[src/rtl/pipe_pkg.sv]
// Shared types and per-stage bundle widths for the elastic pipeline-stage register.
// Instantiating stages pick their CTRL_W/DATA_W from the localparams below.
package pipe_pkg;

   typedef enum logic [1:0] {
      EMPTY = 2'd0,
      BUSY  = 2'd1,
      FULL  = 2'd2
   } pipe_state_e;

   typedef logic [1:0] occ_t;

   localparam int IF_ID_CTRL_W  = 4;
   localparam int IF_ID_DATA_W  = 64;
   localparam int ID_EX_CTRL_W  = 8;
   localparam int ID_EX_DATA_W  = 128;
   localparam int EX_MEM_CTRL_W = 6;
   localparam int EX_MEM_DATA_W = 104;
   localparam int MEM_WB_CTRL_W = 3;
   localparam int MEM_WB_DATA_W = 69;

   function automatic occ_t state_occ(input pipe_state_e s);
      case (s)
         BUSY:    return 2'd1;
         FULL:    return 2'd2;
         default: return 2'd0;
      endcase
   endfunction

endpackage

[src/rtl/pipe_skid_slot.sv]
// One-entry holding register (valid + ctrl + data) with load and clear.
// Clear beats load so a flush discards a same-cycle load; clear keeps the data bits.
module pipe_skid_slot
   import pipe_pkg::*;
#(
   parameter int CTRL_W = 8,
   parameter int DATA_W = 128
) (
   input  logic              clk,
   input  logic              reset,
   input  logic              load,
   input  logic              clear,
   input  logic [CTRL_W-1:0] in_ctrl,
   input  logic [DATA_W-1:0] in_data,
   output logic              valid,
   output logic [CTRL_W-1:0] ctrl,
   output logic [DATA_W-1:0] data
);

   logic              valid_q, valid_d;
   logic [CTRL_W-1:0] ctrl_q, ctrl_d;
   logic [DATA_W-1:0] data_q, data_d;

   always_comb begin
      valid_d = valid_q;
      ctrl_d  = ctrl_q;
      data_d  = data_q;
      if (clear) begin
         valid_d = 1'b0;
      end else if (load) begin
         valid_d = 1'b1;
         ctrl_d  = in_ctrl;
         data_d  = in_data;
      end
   end

   always_ff @(posedge clk) begin
      if (reset) begin
         valid_q <= 1'b0;
         ctrl_q  <= '0;
         data_q  <= '0;
      end else begin
         valid_q <= valid_d;
         ctrl_q  <= ctrl_d;
         data_q  <= data_d;
      end
   end

   // A dead entry must never leak stale control bits downstream.
   assign valid = valid_q;
   assign ctrl  = valid_q ? ctrl_q : '0;
   assign data  = data_q;

endmodule

[src/rtl/pipe_stage_elastic.sv]
// Elastic pipeline-stage register: valid/ready handshake, stall, flush, bubbles.
// SKID=1 adds a second slot so in_ready comes straight from a flop.
module pipe_stage_elastic
   import pipe_pkg::*;
#(
   parameter int CTRL_W = 8,
   parameter int DATA_W = 128,
   parameter bit SKID   = 1'b1
) (
   input  logic              clk,
   input  logic              reset,
   input  logic              flush,
   input  logic              in_valid,
   output logic              in_ready,
   input  logic [CTRL_W-1:0] in_ctrl,
   input  logic [DATA_W-1:0] in_data,
   output logic              out_valid,
   input  logic              out_ready,
   output logic [CTRL_W-1:0] out_ctrl,
   output logic [DATA_W-1:0] out_data,
   output logic [1:0]        occupancy
);

   pipe_state_e       state_q, state_d;
   logic              accept, retire;
   logic              main_load, main_clear, main_sel_skid;
   logic              skid_load, skid_clear;
   logic [CTRL_W-1:0] main_ctrl_in;
   logic [DATA_W-1:0] main_data_in;
   occ_t              occ;

   assign accept = in_valid & in_ready;
   assign retire = out_valid & out_ready;

   always_ff @(posedge clk) begin
      if (reset) state_q <= EMPTY;
      else       state_q <= state_d;
   end

   always_comb begin
      state_d = state_q;
      case (state_q)
         EMPTY: if (accept) state_d = BUSY;
         BUSY: begin
            if (accept && !retire)      state_d = SKID ? FULL : BUSY;
            else if (!accept && retire) state_d = EMPTY;
         end
         FULL:    if (retire) state_d = BUSY;
         default: state_d = EMPTY;
      endcase
      if (flush) state_d = EMPTY;
   end

   always_comb begin
      main_load     = 1'b0;
      main_clear    = 1'b0;
      main_sel_skid = 1'b0;
      skid_load     = 1'b0;
      skid_clear    = 1'b0;
      case (state_q)
         EMPTY: main_load = accept;
         BUSY: begin
            if (accept && retire) main_load  = 1'b1;
            else if (accept)      skid_load  = 1'b1;
            else if (retire)      main_clear = 1'b1;
         end
         FULL: begin
            if (retire) begin
               main_load     = 1'b1;
               main_sel_skid = 1'b1;
               skid_clear    = 1'b1;
            end
         end
         default: ;
      endcase
      // Flush overrides every load, including an input accepted this cycle.
      if (flush) begin
         main_clear = 1'b1;
         skid_clear = 1'b1;
      end
   end

   pipe_skid_slot #(.CTRL_W(CTRL_W), .DATA_W(DATA_W)) u_main (
      .clk     (clk),
      .reset   (reset),
      .load    (main_load),
      .clear   (main_clear),
      .in_ctrl (main_ctrl_in),
      .in_data (main_data_in),
      .valid   (out_valid),
      .ctrl    (out_ctrl),
      .data    (out_data)
   );

   generate
      if (SKID) begin : g_skid
         logic              skid_valid;
         logic [CTRL_W-1:0] skid_ctrl;
         logic [DATA_W-1:0] skid_data;
         logic              in_ready_q, in_ready_d;

         pipe_skid_slot #(.CTRL_W(CTRL_W), .DATA_W(DATA_W)) u_skid (
            .clk     (clk),
            .reset   (reset),
            .load    (skid_load),
            .clear   (skid_clear),
            .in_ctrl (in_ctrl),
            .in_data (in_data),
            .valid   (skid_valid),
            .ctrl    (skid_ctrl),
            .data    (skid_data)
         );

         assign main_ctrl_in = (main_sel_skid && skid_valid) ? skid_ctrl : in_ctrl;
         assign main_data_in = (main_sel_skid && skid_valid) ? skid_data : in_data;

         // Ready looks one state ahead so it can be a flop with no path from out_ready.
         assign in_ready_d = (state_d != FULL);

         always_ff @(posedge clk) begin
            if (reset) in_ready_q <= 1'b1;
            else       in_ready_q <= in_ready_d;
         end

         assign in_ready = in_ready_q;
      end else begin : g_single
         logic unused_skid_ctl;
         assign unused_skid_ctl = ^{main_sel_skid, skid_load, skid_clear};
         assign main_ctrl_in    = in_ctrl;
         assign main_data_in    = in_data;
         assign in_ready        = ~out_valid | out_ready;
      end
   endgenerate

   assign occ       = state_occ(state_q);
   assign occupancy = occ;

   a_bubble_ctrl_zero: assert property (@(posedge clk) disable iff (reset)
      !out_valid |-> (out_ctrl == '0));
   a_valid_tracks_state: assert property (@(posedge clk) disable iff (reset)
      out_valid == (state_q != EMPTY));
   a_no_full_single: assert property (@(posedge clk) disable iff (reset)
      !SKID |-> (state_q != FULL));

endmodule

[config.mk]
export PLATFORM = sky130hd
export DESIGN_NAME = pipe_stage_elastic
export DESIGN_NICKNAME = d
export VERILOG_FILES = /design/src/rtl/pipe_pkg.sv /design/src/rtl/pipe_skid_slot.sv /design/src/rtl/pipe_stage_elastic.sv
export SDC_FILE = /design/constraint.sdc
export NUM_CORES = 1
export LEC_CHECK = 0
export ABC_AREA = 1
export CORE_MARGIN = 2
export CORE_UTILIZATION = 46
export CTS_BUF_LIST = sky130_fd_sc_hd__clkbuf_8
export DETAILED_ROUTE_END_ITERATION = 6
export PLACE_DENSITY_LB_ADDON = 0.12
export SLEW_MARGIN = 20
export SYNTH_ARGS = -nofsm -noshare
export SYNTH_HDL_FRONTEND = slang
export SYNTH_HIERARCHICAL = 1
export SYNTH_SLANG_ARGS = --single-unit
[constraint.sdc]
create_clock -name clk -period 2.1 [get_ports clk]
set_clock_uncertainty 0.05 [all_clocks]
set_input_delay 0.21 -clock clk [delete_from_list [all_inputs] [get_ports clk]]
set_output_delay 0.21 -clock clk [all_outputs]
set_load 0.03 [all_outputs]
==> metrics.md <==
| Metric | Value |
|---|---|
| Pre-Repair DR Iteration Count | `5` |
| Mux contribution to synthesized area | `0` |
| Fin crit period | `between 1.5 and 2 ns` |
| Top Family by Delay on Critical Path | `buffers and inverters` |
| Sw Ratio | `0.280` |
| Layout area overhead | `32.0%` |
| Port Buffer Count | `280` |
| Max-cap viol count | `0` |
| Status | `finished, final reports clean` |
| Worst r2r dst | `u_main/data[100]` |
| DR iter-0 viols | `roughly 700` |
| Worst R2R Start | `state_q[0]` |
| Largest net degree at the start of global routing | `94` |
| Antenna violations before repair | `4` |
| Hold-fix buffers, CTS | `0` |
| Syn Nets | `~2400` |
| Simple-gate portion of the synthesized area | `0.374` |
| Worst hold path depth | `5` |
| Ports | `between 200 and 300` |
| Clock root buffer | `clkbuf_8` |
| DP HPWL | `24100 um` |
| # fillers | `between 2000 and 3000` |
| Unrepaired setup endpoints after global routing | `no` |
| Setup crit end kind | `output pin` |
| R2R depth | `10` |
| Avg Cell Area, Syn | `just over 6 sq um` |
| Final-report hold violation count | `0` |
| Antenna Nets Post-Route | `0` |
| DIE AREA | `around 31000 sq um` |
| Syn. warnings | `6` |
| WL final | `between 30000 and 40000 um` |
| Routed len/inst | `12.9 um` |
| Die extent in y | `177 um` |
| CP Depth | `1` |
| Slew headroom | `0.608` |
| H-tree depth | `2` |
| Die Wd | `~180 um` |
| Fmax | `just over 500 MHz` |
| Unique masters post-synth | `17` |
| Post-placement cell count | `between 2000 and 3000` |
| Initial Util | `0.465` |
| Cell area after synthesis | `13700 sq um` |
| Hold crit path type | `input port to register` |
| Avg Vias per Cell | `~4.7` |
| Reg-to-reg slack, setup | `between 0.2 and 0.3 ns` |
| Top cell type's share of synthesized area | `0.404` |
| Logic pwr share | `0.179` |
| Placer Congestion | `slightly above 0.8` |
| Crit-path slowest cell | `clkdlybuf4s50_1` |
| Worst path required time | `about 1.8 ns` |
| Psw | `between 3 and 4 mW` |
| Worst-path cell chain | `clkdlybuf4s50_1` |
| Flops & latches, synth | `277` |
| Pre-CTS setup slack | `-0.00218 ns` |
| Vias in the first global route | `~13000` |
| Part of the Yosys area used for sequential elements | `0.404` |
| Worst Setup EP | `out_data[53]` |
| Postcts setup bufs | `0` |
| Largest family of logic cells by synthesized area | `simple AND/OR/NAND/NOR gates` |
| Synth Area in XOR/XNOR | `0` |
| Power share of the clock group | `0.395` |
| Overflow after GRT | `0` |
| Crit path max fanout | `2` |
| Critical Path AT | `1.68 ns` |
| Worst Path Buf+Inv | `1` |
| Crit share post-route | `0.925` |
| Worst Max-Slew Pin Slew | `0.588 ns` |
| Slowest Stage Delay on Critical Path | `approximately 0.8 ns` |
| Fin Setup TNS | `0 ns` |
| Synth area leaders | `dfxtp_1, nor2_1, nand2_1, inv_1, nand3_1` |
| Launch point of the worst path | `u_main/data[53]` |
| Seq pwr share | `0.426` |
| Startpoint Class | `register` |
| Vias | `13600` |
| Peak VDD IR | `about 450 uV` |
| GRT Util Overall | `0.241` |
| First-pass GRT wire length | `a little over 60000 um` |
| Num CTS Buffers | `49` |
| Final WS setup | `0.157 ns` |
| Setup violations, final | `0` |
| Syn Inst Count | `between 2000 and 2500` |
| Fin. max-slew vios | `0` |
| Row Count | `63` |
| Nets | `2636` |
| Drt drc | `0` |
| Leakage | `around 8.7 nW` |
| CTS max path bufs | `3` |
| CP Class | `register to output pin` |
| Post-synthesis compound-gate area fraction | `0.0520` |
| Synth area leader | `dfxtp_1` |
| Fin cells | `slightly below 3000` |
| Worst skew pair latency | `0.55 ns` |
| Core region area | `around 30000 sq um` |
| Pwr Density | `between 700 and 800 nW/um^2` |
| Post-synthesis adder-cell area fraction | `0` |
| Clk slew on worst S/H paths | `~0.060 ns` |
| Layout cell share with drive strength beyond 1 | `0.0537` |
| Pwr Total | `13.3 mW` |
| CTS tree | `done` |
| Sink Count | `roughly 280` |
| Pint | `9.57 mW` |
## cell usage in the layout (no fill, tap or decap), drive strengths merged
| cell | instances |
|---|---|
| o21ai | 138 |
| buf | 44 |
| nor2 | 553 |
| clkinv | 3 |
| dlymetal6s2s | 1 |
| nand2 | 439 |
| clkdlybuf4s50 | 269 |
| diode | 2 |
| nand3 | 274 |
| dfxtp | 277 |
| inv | 453 |
| bufinv | 2 |
| clkbuf | 66 |
| nor3 | 2 |
| clkinvlp | 1 |
| dlygate4sd2 | 10 |
## power groups by stage
stage	Combinational [mW]	Sequential [mW]	Clock, mW
global route	2.61	5.69	5.62
detailed placement	2.38	5.78	0
finish	2.37	5.66	5.25
CTS	2.39	5.66	5.37
floorplan	0.981	6.12	0
global placement	2.35	5.77	0
## state kept, by name, summed over array words and instances (netlist names)
signal	count
u_main/ctrl_q	8
in_ready	1
g_skid.u_skid/ctrl_q	8
state_q	2
u_main/data	128
u_main/valid	1
g_skid.u_skid/data	128
g_skid.u_skid/valid	1
## kinds of logic (layout without fill, tap and decap cells)
family / count (synthesis) / after routing
flip-flops: 277 / 277
buffers and inverters: 583 / 849
other: 0 / 2
AND/OR/NAND/NOR: 1268 / 1268
AO/OA/AOI/OAI: 138 / 138
## worst min path at each step
stage	startpoint	end	slack, ns
after global placement	g_skid.u_skid/data[112]	g_skid.u_skid/data[112]	0.41
after global routing	in_data[30]	g_skid.u_skid/data[30]	0.27
after floorplan	reset	state_q[0]	0.23
after detailed placement	u_main/data[4]	u_main/data[4]	0.42
after CTS	in_data[45]	g_skid.u_skid/data[45]	0.22
final	in_data[45]	g_skid.u_skid/data[45]	0.25
## timing repair
item                                   in CTS  in global routing
endpoints found under the hold margin       0                  0
gates resized for setup                    10                  1
setup endpoints to repair                  10                  1
## stage by stage
step / area [sq um] / hold WS [ns] / util
2_1_floorplan: 13700 / 0.232 / -
4_1_cts: 18100 / 0.224 / 0.614
6_report: 18100 / 0.252 / 0.615
3_3_place_gp: 17100 / 0.412 / 0.579
5_1_grt: 18100 / 0.268 / 0.615
3_5_place_dp: 17100 / 0.419 / 0.579
## per-layer routing
| layer | global-route usage | wire length [um] | vias to the layer above |
|---|---|---|---|
| li1 | - | - | 7151 |
| met1 | 0.307 | 16900 | 6033 |
| met2 | 0.403 | 17300 | 353 |
| met3 | 0.0488 | 2420 | 78 |
| met4 | 0.0868 | 1120 | 4 |
| met5 | 0 | 26 | - |
## final cells by class
type,instances,area [sq um],area share
clock inverters,22,143,0.00787
diodes,2,5.00,0.000276
inverters,437,1650,0.0911
multi-input cells,1406,5870,0.324
well taps,390,488,0.0269
flip-flops and latches,277,5550,0.306
repair buffers,324,3510,0.194
clock buffers,66,908,0.0501
## synth_stat cells
| cell type | instances |
|---|---|
| dfxtp_1 | 277 |
| clkbuf_1 | 45 |
| inv_1 | 430 |
| o21ai_2 | 6 |
| nor3_1 | 2 |
| nor2_4 | 3 |
| buf_4 | 8 |
| o21ai_0 | 58 |
| nand2_1 | 439 |
| buf_2 | 31 |
| nor2_1 | 550 |
| o21ai_1 | 74 |
| inv_2 | 7 |
| buf_1 | 52 |
| buf_6 | 10 |
| nand3_1 | 273 |
| nand3_2 | 1 |
(Power assumes the default switching activity.)
